<file path="config.mk">
export PLATFORM = sky130hd
export DESIGN_NAME = regfile_mp
export DESIGN_NICKNAME = d
export VERILOG_FILES = /design/src/rtl/regfile_mp.sv
export SDC_FILE = /design/constraint.sdc
export NUM_CORES = 2
export LEC_CHECK = 0
export BUFFER_PORTS_ARGS = -buffer_cell sky130_fd_sc_hd__buf_2
export CAP_MARGIN = 20
export CELL_PAD_IN_SITES_DETAIL_PLACEMENT = 1
export CELL_PAD_IN_SITES_GLOBAL_PLACEMENT = 1
export CORE_ASPECT_RATIO = 1.4
export CORE_MARGIN = 1.5
export CORE_UTILIZATION = 30
export CTS_CLUSTER_DIAMETER = 50
export DETAILED_ROUTE_END_ITERATION = 7
export PLACE_DENSITY = 0.55
export SETUP_SLACK_MARGIN = 0.15
export SYNTH_ARGS = -nofsm -noshare
export SYNTH_HDL_FRONTEND = slang
export SYNTH_SLANG_ARGS = --single-unit
</file>
<file path="constraint.sdc">
create_clock -name clk -period 3.1 [get_ports clk]
set_clock_uncertainty 0.05 [all_clocks]
set_input_delay 0.31 -clock clk [delete_from_list [all_inputs] [get_ports clk]]
set_output_delay 0.31 -clock clk [all_outputs]
set_load 0.01 [all_outputs]
</file>
<file path="src/rtl/regfile_mp.sv">
// regfile_mp: 2R/2W register file with pending-write scoreboard and
// sequential bulk-clear engine. Optional write-first forwarding is
// enabled by defining REGFILE_BYPASS_EN.
//
// Ports:
//   clk, rst_n              clock, async active-low reset
//   we0/waddr0/wdata0       write port 0
//   we1/waddr1/wdata1       write port 1 (wins on address collision)
//   raddr0/rdata0/rbusy0    read port 0 (combinational) + busy bit
//   raddr1/rdata1/rbusy1    read port 1 (combinational) + busy bit
//   sb_set/sb_addr          mark a register as having a pending write
//   clr_req/clr_busy        start bulk clear / clear in progress
module regfile_mp #(
   parameter int DATA_W   = 32,
   parameter int ADDR_W   = 5,
   parameter int ZERO_REG = 1
) (
   input  logic              clk,
   input  logic              rst_n,
   input  logic              we0,
   input  logic [ADDR_W-1:0] waddr0,
   input  logic [DATA_W-1:0] wdata0,
   input  logic              we1,
   input  logic [ADDR_W-1:0] waddr1,
   input  logic [DATA_W-1:0] wdata1,
   input  logic [ADDR_W-1:0] raddr0,
   output logic [DATA_W-1:0] rdata0,
   input  logic [ADDR_W-1:0] raddr1,
   output logic [DATA_W-1:0] rdata1,
   output logic              rbusy0,
   output logic              rbusy1,
   input  logic              sb_set,
   input  logic [ADDR_W-1:0] sb_addr,
   input  logic              clr_req,
   output logic              clr_busy
);

   localparam int NUM_REGS = 1 << ADDR_W;

   typedef enum logic {
      S_IDLE,
      S_CLEAR
   } state_t;

   state_t              state_q, state_d;
   logic [ADDR_W-1:0]   cnt_q, cnt_d;
   logic [DATA_W-1:0]   mem_q [NUM_REGS];
   logic [DATA_W-1:0]   mem_d [NUM_REGS];
   logic [NUM_REGS-1:0] busy_q, busy_d;

   logic [ADDR_W-1:0]   ra [2];
   logic [DATA_W-1:0]   rd [2];
   logic                rb [2];

   // False only for entry 0 when it is hardwired to zero.
   function automatic logic live(input logic [ADDR_W-1:0] a);
      return (ZERO_REG == 0) || (a != '0);
   endfunction

   always_comb begin
      state_d = state_q;
      cnt_d   = cnt_q;
      mem_d   = mem_q;
      busy_d  = busy_q;
      unique case (state_q)
         S_IDLE: begin
            if (we0 && live(waddr0)) begin
               mem_d[waddr0]  = wdata0;
               busy_d[waddr0] = 1'b0;
            end
            // Port 1 is applied last so it wins a collision.
            if (we1 && live(waddr1)) begin
               mem_d[waddr1]  = wdata1;
               busy_d[waddr1] = 1'b0;
            end
            // A newer producer overrides a retiring one.
            if (sb_set && live(sb_addr)) begin
               busy_d[sb_addr] = 1'b1;
            end
            if (clr_req) begin
               state_d = S_CLEAR;
               cnt_d   = (ZERO_REG != 0) ? ADDR_W'(1) : '0;
            end
         end
         S_CLEAR: begin
            mem_d[cnt_q]  = '0;
            busy_d[cnt_q] = 1'b0;
            cnt_d         = cnt_q + ADDR_W'(1);
            if (cnt_q == ADDR_W'(NUM_REGS - 1)) begin
               state_d = S_IDLE;
            end
         end
      endcase
   end

   always_ff @(posedge clk or negedge rst_n) begin
      if (!rst_n) begin
         state_q <= S_IDLE;
         cnt_q   <= '0;
         busy_q  <= '0;
         for (int i = 0; i < NUM_REGS; i++) begin
            mem_q[i] <= '0;
         end
      end else begin
         state_q <= state_d;
         cnt_q   <= cnt_d;
         busy_q  <= busy_d;
         mem_q   <= mem_d;
      end
   end

   assign ra[0] = raddr0;
   assign ra[1] = raddr1;

   always_comb begin
      for (int m = 0; m < 2; m++) begin
         rd[m] = mem_q[ra[m]];
         rb[m] = busy_q[ra[m]];
         if (!live(ra[m])) begin
            rd[m] = '0;
            rb[m] = 1'b0;
         end
`ifdef REGFILE_BYPASS_EN
         else if (state_q == S_IDLE && we1 && waddr1 == ra[m]) begin
            rd[m] = wdata1;
            rb[m] = sb_set && (sb_addr == ra[m]);
         end else if (state_q == S_IDLE && we0 && waddr0 == ra[m]) begin
            rd[m] = wdata0;
            rb[m] = sb_set && (sb_addr == ra[m]);
         end
`endif
      end
   end

   assign rdata0   = rd[0];
   assign rdata1   = rd[1];
   assign rbusy0   = rb[0];
   assign rbusy1   = rb[1];
   assign clr_busy = (state_q == S_CLEAR);

endmodule

</file>
# ---- After elaboration in Yosys (flattened, before gate mapping)
# Index checks and enable logic that the tools add are counted.
dict set report op_classes {
  addsub 1
  magnitude_cmp 18
  n_eq_ne 2
  n_mux 45
  bitwise 15
  n_reduce_logical 15
}
# op n
set op_table {}
lappend op_table {{$mux 1024} 3}
lappend op_table {{$bwmux 1024} 2}
lappend op_table {{$pmux 1024 s2} 1}
lappend op_table {{$and 1024x1024->1024} 1}
lappend op_table {{$not 1024->1024} 1}
lappend op_table {{$demux 32 s5} 3}
lappend op_table {{$mux 32} 14}
lappend op_table {{$bmux 32 s5} 2}
lappend op_table {{$and 32x32->32} 3}
lappend op_table {{$not 32->32} 3}
lappend op_table {{$pmux 32 s2} 1}
lappend op_table {{$lt 5x6->1 const B} 6}
lappend op_table {{$or 32x32->32} 1}
lappend op_table {{$ge 6x6->1 const B} 5}
lappend op_table {{$not 5->6} 5}
lappend op_table {{$reduce_bool 5->1} 5}
lappend op_table {{$demux 1 s5} 4}
lappend op_table {{$ge 5x1->1 const B} 4}
lappend op_table {{$lt 6x1->1 const B} 3}
lappend op_table {{$bmux 1 s5} 2}
lappend op_table {{$logic_and 1x1->1} 10}
lappend op_table {{$mux 1} 10}
lappend op_table {{$pmux 5 s2} 1}
lappend op_table {{$add 5x1->5 const B} 1}
lappend op_table {{5 further kinds} 5}
dict set report word_totals {
  register_bits 1062
  input_bits 95
  output_inout_bits 67
  elab_cells 131
}

# ---- Longest topological paths before layout
dict set report depth {
  word_depth 14
  ltp_mapped 8
  depth_no_buf 6
}

# ---- Least setup slack after synthesis
# No wires, ideal clock.
dict set report synth_timing {
  path_kind {input to output}
  start {in raddr0[0]}
  end {out rdata0[10]}
  t_arrival_ps 1921
  required_ps 2740
  slack_ps 819
  stages 7
  n_path_buf 4
  cell_sequence {buf_2 -> inv_1 -> buf_2 -> clkbuf_1 -> clkbuf_1 -> o2111ai_1 -> a311oi_1}
}
dict set report synth_between {
  elab_chain_len 5
  word_cells_on_any_way 6
  classes_between {mux (4); bitwise (1); reduce/logical (1)}
}
# item line
set synth_lines {}
lappend synth_lines {{start, declared} 26} ;# input logic [ADDR_W-1:0] raddr0,
lappend synth_lines {{$not 5->6 (not written as such)} 117} ;# rd[m] = mem_q[ra[m]];
lappend synth_lines {{$bmux 32 s5} 117}
lappend synth_lines {{$mux 32 (not written as such) (2 in a row)} 117}
lappend synth_lines {{$mux 32 (*)} 119} ;# if (!live(ra[m])) begin
lappend synth_lines {{end, declared} 27} ;# output logic [DATA_W-1:0] rdata0,
# Every way passes the cells marked *; elsewhere a longest branch is shown, timed or not. The select of a mux whose other input is x is not followed.

# ---- Worst setup path after layout
dict set report layout_timing {
  start {reg mem_q[972] (netlist name)}
  end {out rdata1[12]}
}
dict set report layout_between {
  elab_chain_len 4
}
# item line
set layout_lines {}
lappend layout_lines {{start, declared} 47} ;# logic [DATA_W-1:0] mem_q [NUM_REGS];
lappend layout_lines {{start signal, assigned} 108} ;# mem_q <= mem_d;
lappend layout_lines {{$bmux 32 s5} 117}
lappend layout_lines {{$mux 32 (not written as such) (2 in a row)} 117}
lappend layout_lines {{$mux 32} 119}
lappend layout_lines {{end, declared} 29} ;# output logic [DATA_W-1:0] rdata1,
# No other way between the ends. The select of a mux whose other input is x is not followed.

==> out/results.txt <==
Outcome -> finished with violations
Failing checks -> setup timing
Critical Path Start Type -> flip-flop
Simple-Gate Fraction of Synth Area -> 18.9%
Hold slack -> 47.0 ps
Routed Wire Length -> 530000 um
Slowest-stage cell, CP -> a211oi_4
WP data arrival -> 2900 ps
Crit-path cells -> mux4_2, nor2b_4, a211oi_4, buf_6, a311oi_4, buf_2
Synth Area in XOR/XNOR -> 0%
Fin crit share -> 105%
Width of the die -> 434 um
Mapped Area -> 78100 um^2
Core Rows -> 221
Vias -> 86046
Mean routed wirelength per cell -> 42.3 um
Clock transition at the registers of the reported paths -> 60 ps
Synth Area in Adders -> 0.0801%
Critical path start-end classification -> reg2out
Sequential area share after synthesis -> 34.0%
Post-synth EDFFs -> 0
CP Data Required Time -> 2740 ps
Finished Cell Area -> 97800 um^2
RSZ-0062 raised after global routing -> true
Routed Antenna Nets -> 0
Vias in the first global route -> 87157
Critical Path Stages -> 6
Initial antenna violation count -> 82
Dpl cells -> 12008
Minimum clock period -> 3260 ps
Via/cell ratio -> 6.86
Final setup margin -> -159 ps
# IOs -> 162
#FFs+latches synth -> 1062
Cell leakage power -> 43.4 nW
Synthesized area per cell -> 8.97 um^2
Post-DP HPWL -> 348000 um
Commonest register cell after synthesis -> dfrtp_1
Area added between synthesis and finish -> 25.2%
Placer Congestion -> 1.02
Worst r2r src -> cnt_q[2]$_DFFE_PN0P_
Area post-placement -> 88200 um^2
Yosys cell types -> 49
Grt ovf -> 0
Largest family of logic cells by synthesized area -> compound AO/OA/AOI/OAI gates
Core area -> 259000 um^2
CTS tree -> done
Worst Hold Depth -> 3
Die area -> 263000 um^2
Endpoints failing hold -> 0
Layout cell share with drive strength beyond 1 -> 26.8%
CTS Sinks -> 1062
I/O Buffers -> 161
Worst R2R End -> mem_q[757]$_DFF_PN0_
Initial DRC Count -> 10347
Final slew viol count -> 0
Post-synthesis cell count -> 8707
Pwr dens -> 734 nW/um^2
Worst path bufs/invs -> 2
Largest net degree at the start of global routing -> 164
Final #Nets -> 9037
Mux contribution to synthesized area -> 16.0%
TritonCTS Buffers -> 162
Clk_lat worst skew -> 870 ps
CP delay by family, top -> compound AO/OA/AOI/OAI gates
HP Class -> in2reg
Synth Area in Compound Gates -> 25.0%
H-tree depth -> 4
Async S/R FF share, synth -> 100%
Worst slew margin -> 20.4%
Reg2reg setup slack -> 730 ps
CP Capture Type -> output pin
Worst slew pin tran -> 1190 ps
Initial core utilization -> 30.2%
Clock Root Buffer -> clkbuf_16
CP peak stage delay -> 500 ps
Setup WS pre-CTS -> -786 ps
Die span in y -> 607 um
Pre-Repair DR Iteration Count -> 5
Setup TNS Final -> -2960 ps
Aggregate global-route resource usage -> 39.3%
Drt drc -> 0
Power consumption -> 71.8 mW
Global-route wire length before repair -> 728000 um
Syn nets -> 8807
Peak VDD IR -> 555 uV
Hold Path Sink -> mem_q[697]$_DFF_PN0_
Maxcap violations -> 0
Synth warn -> 0
FMAX -> 307 MHz
Hold Path Origin -> wdata1[25]
Post-route insts no fill -> 12541
Deepest clock path buffer count -> 4
CP max FO -> 3
Final core utilization -> 37.8%
Setup violations, final -> 45
R2R depth -> 5
final cells by class:
type / instances / area, um^2
clock buffers: 212 / 4550
well taps: 3456 / 4320
clock inverters: 65 / 810
fillers: 28999 / 161000
repair buffers: 1244 / 12000
diodes: 35 / 87.6
flip-flops and latches: 1062 / 26600
multi-input cells: 6453 / 49300
inverters: 14 / 57.6
state kept, by name (all words and copies together), names as in the netlist:
| signal | count |
|---|---|
| cnt_q | 5 |
| clr_busy | 1 |
| mem_q | 1024 |
| busy_q | 32 |
how the worst max path moves through the flow:
stage,slack (ps),endpoint,start
CTS,-130,rdata0[25],mem_q[601]$_DFF_PN0_
finish,-160,rdata1[12],mem_q[972]$_DFF_PN0_
floorplan,820,rdata0[10],raddr0[0]
detailed placement,-790,rdata1[4],raddr1[2]
global route,-150,rdata1[13],mem_q[653]$_DFF_PN0_
global placement,-1080,rdata1[15],raddr1[0]
layout by cell type, fill, tap and decap left out, drive strengths merged, types with 5 or more instances in the layout:
master,instances
a211oi,960
a21o,98
a21oi,18
a221oi,48
a22o,98
a22oi,66
a311oi,66
a32oi,31
and2,43
and3,895
buf,1236
bufinv,15
clkbuf,212
clkinv,31
clkinvlp,8
dfrtp,1062
diode,35
dlygate4sd3,8
ha,5
inv,25
mux2,66
mux2i,132
mux4,462
nand2,1004
nand2b,9
nor2,1005
nor2b,74
nor3,71
o2111ai,18
o21a,41
o21ai,185
o31ai,993
or2,35
metal layers:
| metal | up-vias | GRT usage, % | share of wire (%) |
|---|---|---|---|
| met5 | - | 0 | 0.061 |
| met4 | 48 | 34.4 | 10 |
| met3 | 1898 | 12.1 | 11 |
| met2 | 5578 | 58.1 | 43 |
| met1 | 45052 | 46.0 | 36 |
| li1 | 33470 | - | - |
cells in the mapped netlist, types with 3 or more instances:
library cell | count | area, um^2
dfrtp_1 | 1062 | 26600
clkbuf_1 | 1008 | 3780
nor2_1 | 1005 | 3770
nand2_1 | 1004 | 3770
o31ai_1 | 993 | 7450
a211oi_1 | 960 | 7210
and3_1 | 895 | 5600
mux4_2 | 462 | 10400
o21ai_0 | 181 | 906
buf_2 | 140 | 701
mux2i_1 | 132 | 1320
a21o_1 | 98 | 736
a22o_1 | 98 | 858
nor2b_1 | 74 | 463
nor3_1 | 71 | 355
a22oi_1 | 66 | 495
a311oi_1 | 66 | 578
mux2_2 | 66 | 743
a221oi_1 | 48 | 420
and2_1 | 42 | 263
o21a_1 | 41 | 308
a32oi_1 | 31 | 272
or2_2 | 31 | 194
buf_1 | 21 | 78.8
a21oi_1 | 18 | 90.1
o2111ai_1 | 18 | 158
inv_1 | 13 | 48.8
nand2b_1 | 9 | 56.3
buf_4 | 8 | 60.1
ha_1 | 5 | 62.6
o21ai_1 | 4 | 20.0
or2_1 | 4 | 25.0
and4b_1 | 3 | 30.0
and4bb_2 | 3 | 37.5
nand4b_1 | 3 | 26.3
nand4bb_1 | 3 | 33.8
nor3b_1 | 3 | 22.5
o31a_1 | 3 | 26.3
or4_1 | 3 | 22.5
worst register-to-register path: stages (launching register included):
cell and delay (ps):
dfrtp_1 470, nand2b_1 480, o31a_2 640, buf_4 440, nand2_1 120, o31ai_1 80
cells by family after synthesis:
kind of cell	Yosys count
mux	660
buf+inv	1192
flops	1062
compound gates	2626
fa+ha+maj	5
simple gates	3162
timing repair:
item                                    4_1_cts  5_1_grt
endpoints found under the setup margin       66       66
gates resized for setup                     429      160
buffers inserted                            156       57
hold endpoints to repair                    379        0
pin swaps                                    55       44
hold buffers                                  8        0
power by group:
group	total [mW]	switching [mW]	internal (mW)
Sequential	24.3	5.73	18.5
Clock	19.7	8.09	11.6
Combinational	27.9	15.7	12.2
No activity file was read; power rests on OpenSTA's default activity.
